===== src/rtl/ring_monitor.sv =====
// ring_monitor: tracks a 5-bit rotating ring, reports phase/population/health.
// Optional RING_MON_ERRCNT_EN adds a saturating rotation-error counter.
module ring_monitor #(
  parameter int CNT_W = 8
) (
  input  logic             clk,
  input  logic             clear,
  input  logic             en,
  input  logic             resync,
  input  logic             a,
  input  logic             b,
  input  logic             c,
  input  logic             d,
  input  logic             e,
  output logic [2:0]       pos,
  output logic [2:0]       pop,
  output logic             locked,
  output logic             step_ok,
  output logic             rev_tick,
  output logic [CNT_W-1:0] rev_cnt,
  output logic             rot_err,
`ifdef RING_MON_ERRCNT_EN
  output logic             err,
  output logic [3:0]       err_cnt
`else
  output logic             err
`endif
);

  typedef enum logic [1:0] {
    ST_IDLE  = 2'd0,
    ST_TRACK = 2'd1,
    ST_ERROR = 2'd2
  } state_t;

  state_t     state, state_d;
  logic [4:0] s;
  logic [4:0] ref_pat;
  logic [4:0] prev;
  logic [4:0] rot_prev;
  logic [2:0] step_cnt;
  logic [2:0] s_lo;
  logic [2:0] s_pop;
  logic       is_step;
  logic       is_stall;
  logic       bad;

  // bit index: a=0 .. e=4
  assign s        = {e, d, c, b, a};
  assign rot_prev = {prev[0], prev[4:1]};
  assign is_step  = (s == rot_prev);
  assign is_stall = (s == prev);
  assign bad      = !is_step && !is_stall;

  always_comb begin
    s_lo  = 3'd7;
    s_pop = 3'd0;
    for (int i = 4; i >= 0; i--)
      if (s[i]) s_lo = 3'(i);
    for (int i = 0; i < 5; i++)
      s_pop = s_pop + {2'b00, s[i]};
  end

  always_ff @(posedge clk) begin
    if (clear) state <= ST_IDLE;
    else       state <= state_d;
  end

  always_comb begin
    state_d = state;
    if (resync) begin
      state_d = ST_IDLE;
    end else if (en) begin
      unique case (state)
        ST_IDLE:  if (s != 5'd0) state_d = ST_TRACK;
        ST_TRACK: if (bad) state_d = ST_ERROR;
        default:  state_d = state;
      endcase
    end
  end

  always_comb begin
    locked = (state == ST_TRACK);
    err    = (state == ST_ERROR);
  end

  always_ff @(posedge clk) begin
    if (clear) begin
      pos      <= 3'd7;
      pop      <= 3'd0;
      step_ok  <= 1'b0;
      rev_tick <= 1'b0;
      rot_err  <= 1'b0;
      rev_cnt  <= '0;
      ref_pat  <= 5'd0;
      prev     <= 5'd0;
      step_cnt <= 3'd0;
    end else begin
      step_ok  <= 1'b0;
      rev_tick <= 1'b0;
      rot_err  <= 1'b0;
      if (resync) begin
        step_cnt <= 3'd0;
        ref_pat  <= 5'd0;
      end else if (en) begin
        unique case (state)
          ST_IDLE: begin
            pos <= s_lo;
            pop <= s_pop;
            if (s != 5'd0) begin
              ref_pat  <= s;
              prev     <= s;
              step_cnt <= 3'd0;
            end
          end
          ST_TRACK: begin
            if (is_step) begin
              step_ok <= 1'b1;
              prev    <= s;
              pos     <= s_lo;
              pop     <= s_pop;
              // fifth step from the reference closes a revolution
              if (step_cnt == 3'd4 && s == ref_pat) begin
                step_cnt <= 3'd0;
                rev_tick <= 1'b1;
                rev_cnt  <= rev_cnt + {{(CNT_W-1){1'b0}}, 1'b1};
              end else begin
                step_cnt <= step_cnt + 3'd1;
              end
            end else if (bad) begin
              rot_err <= 1'b1;
            end
          end
          default: ;
        endcase
      end
    end
  end

`ifdef RING_MON_ERRCNT_EN
  always_ff @(posedge clk) begin
    if (clear)
      err_cnt <= 4'd0;
    else if (!resync && en && state == ST_TRACK && bad && err_cnt != 4'd15)
      err_cnt <= err_cnt + 4'd1;
  end
`endif

endmodule


===== config.mk =====
export PLATFORM = sky130hd
export DESIGN_NAME = ring_monitor
export DESIGN_NICKNAME = d
export VERILOG_FILES = /design/src/rtl/ring_monitor.sv
export SDC_FILE = /design/constraint.sdc
export NUM_CORES = 1
export LEC_CHECK = 0
export CORE_UTILIZATION = 40
export DETAILED_ROUTE_END_ITERATION = 12
export RECOVER_POWER = 50
export SLEW_MARGIN = 0
export SYNTH_ARGS = -nofsm -noshare
export SYNTH_HDL_FRONTEND = slang
export SYNTH_SLANG_ARGS = --single-unit
export TNS_END_PERCENT = 1

===== constraint.sdc =====
create_clock -name clk -period 2.5 [get_ports clk]
set_input_delay 0.5 -clock clk [delete_from_list [all_inputs] [get_ports clk]]
set_output_delay 0.5 -clock clk [all_outputs]
set_load 0.02 [all_outputs]

==> run metrics, run 1 <==
status=complete, no violations; Port Buffers=27; Worst Skew=6.95 ps; clk buf depth=2; EDFF count, synth=0; top cell type by total area after synthesis=dfxtp_1; DR vias/cell=between 5 and 6; Slew headroom=69.3%; DR pass1 iterations=4; yosys warns=0; Worst setup EP type=flip-flop; CP startpoint=b; register area share after synthesis=36.1%; peak supply drop=0.261 mV; Final Cycle Share=92.3%; synthesized instance count=201; Tmin final=2310 ps; hold crit path type=reg2reg; reg-to-reg critical path startpoint=step_cnt[0]$_SDFFE_PP0P_; R2R Path End=rev_cnt[3]$_SDFFE_PP0P_; Overall Power=1.21 mW; area grow syn2layout=30.9%; Rows=23; vias in the first global route=1465; PostCTS Resize Cnt=0; Largest stage delay, worst path=around 670 ps; initial antenna violation count=0; DR vias=1540; final hold viol count=0; total track usage=between 15 and 20%; die area=4710 um2; cts hold-fix bufs=0; CP Class=in2reg; I/O pin total=28; ranking of synthesized cells by area=dfxtp_1 (36%), nor2_1 (5.5%), mux2i_1 (3.9%); worst skew pair latency=280 ps; GPL Wtd Cong=0.799; Cell Chain, Critical Path=clkdlybuf4s50_1, fa_1, fa_1, ha_1, nand3_1, a21oi_1; Nets=roughly 260; Leakage=0.952 nW; Setup Buffers After CTS=0; ys flop type=dfxtp_1; Core ar.=4120 um2; diodes inserted=0; Distinct cells, synth=46; Slew @ Worst Pin=roughly 460 ps; Synth top cells by count=dfxtp_1 (32), nor2_1 (26), nand2_1 (11), nand2b_1 (11), a21oi_1 (10); Crit Path Max Fanout=6; Req. time, crit path=~2700 ps; worst setup path end=pop[1]$_SDFFE_PP0P_; Synth top area share=36.1%; Worst path slowest cell=clkdlybuf4s50_1; Max-Cap Viols=0; FFs w/ async S/R, synth=0%; Final ANT Viol Nets=0; Clock Sinks=32; largest net degree at the start of global routing=18; critical path arrival=2520 ps; most instantiated library cell after synthesis=dfxtp_1; CTS Buf Count=5; CTS tree=done; Achievable Freq=433 MHz; layout cells sized above 1=14.5%; first-pass GRT wire length=6.82 mm; Residual DRC=0; drt total wl=3.98 mm; Seq cells post-synth=32; Routed wire per std cell=~13 um; post-layout util=56.4%; clock-pin slew on the worst setup and hold paths=70 ps; H-tree levels=2; PwrDens=~520 nW/um2; grt ovf=0; max-slew violations=0; First DRT Iteration DRCs=65; Top cell by count, worst path=fa_1; CP Launch Type=input port; hpwl dp=3.09 mm; syn_nets=217; # setup viols final=0; R2R depth=8; unrepaired setup endpoints after global routing=false; Mean Syn Cell Area=8.83 um2; Starting Density=43.1%; Die Width=between 60 and 70 um; Mapped Area=between 1500 and 2000 um2; R2R setup slack=520 ps; clk root buf=clkbuf_8; die span in y=68.6 um
-- metal layers --
layer / share of wire, % / vias up / track usage [%]
met2: 44 / 38 / 29.5
li1: - / 781 / -
met1: 49 / 715 / 26.9
met3: 5.0 / 6 / 6.09
met4: 1.4 / 0 / 6.25
met5: 0 / - / 0
-- layout by cell type (no fill, tap or decap), types with 2 or more instances in the layout --
master,n
and3_1,2
ha_1,5
a21boi_0,3
buf_4,21
o21ai_0,8
a311o_1,2
mux2_1,3
nand2b_1,11
mux2i_1,7
clkbuf_8,5
inv_1,7
xnor2_1,8
or3_1,3
dlygate4sd3_1,18
nand3_1,9
a21oi_1,10
dfxtp_1,32
clkbuf_1,2
or4_1,2
nor2_1,26
nand2_1,11
nor2b_1,6
a22oi_1,3
xor2_1,8
clkdlybuf4s50_1,9
fa_1,2
-- worst max-delay path: cells and delay by family --
| family | cells | cell delay, ps |
|---|---|---|
| AOI/OAI and AO/OA | 1 | 140 |
| adders and majority gates | 3 | 1140 |
| buffers and inverters | 1 | 670 |
| and+or+nand+nor | 1 | 60 |
-- worst min path at each step --
| stage | startpoint | end | slack, ps | depth (start not counted) |
|---|---|---|---|---|
| CTS | pop[1]$_SDFFE_PP0P_ | pop[1]$_SDFFE_PP0P_ | 490 | 2 |
| floorplan | ref_pat[0]$_SDFFE_PP0P_ | ref_pat[0]$_SDFFE_PP0P_ | 470 | 2 |
| global route | pop[0]$_SDFFE_PP0P_ | pop[0]$_SDFFE_PP0P_ | 520 | 2 |
| global placement | rev_cnt[7]$_SDFFE_PP0P_ | rev_cnt[7]$_SDFFE_PP0P_ | 470 | 2 |
| detailed placement | pop[1]$_SDFFE_PP0P_ | pop[1]$_SDFFE_PP0P_ | 480 | 2 |
| finish | pop[0]$_SDFFE_PP0P_ | pop[0]$_SDFFE_PP0P_ | 490 | 2 |
-- per-stage QoR --
step / cell area [um2] / hold slack, ps / TNS, ps / cells / setup WS [ps]
4_1_cts: 2330 / 491 / 0 / 298 / 201
3_5_place_dp: 2220 / 478 / -406 / 290 / -113
5_1_grt: 2320 / 519 / 0 / 298 / 95.9
6_report: 2320 / 486 / 0 / 298 / 192
2_1_floorplan: 1770 / 474 / 0 / 201 / 401
3_3_place_gp: 2220 / 468 / -126 / 290 / -57.8
-- cell families after synthesis --
group	synth area share, %
compound gates	13.3
xor+xnor	7.90
fa+ha+maj	5.78
buf+inv	4.94
flops	36.1
mux	5.85
simple gates	26.2
-- final cells by class --
cell class                      instances  area [um2]
Clock buffer                            6        72.6
Clock inverter                          2        35.0
Fill cell                             381        1790
Inverter                                7        26.3
Multi-Input combinational cell        151        1050
Sequential cell                        32         641
Tap cell                               50        62.6
Timing Repair Buffer                   50         439
-- state kept, by name, summed over array words and instances, names as in the netlist --
register,cells
rev_cnt,8
prev,5
ref_pat,5
pop,3
pos,3
step_cnt,3
state,2
rev_tick,1
rot_err,1
step_ok,1
-- power by group --
part | total (mW) | switching, mW | internal (mW) | leakage [nW]
clock network | 0.482 | 0.186 | 0.295 | 0.0552
registers | 0.537 | 0.0117 | 0.525 | 0.260
logic | 0.189 | 0.102 | 0.0873 | 0.637
total | 1.21 | 0.300 | 0.908 | 0.952
Power figures use the tool's default switching activity.
==> inputs of run 2 (changes only) <==
SKIP_LAST_GASP = 1   (was not set)
SLEW_MARGIN = not set   (was 0)
==> results of run 2 <==
Same layout as run 1: the final DEF is identical, and so are final timing and power.
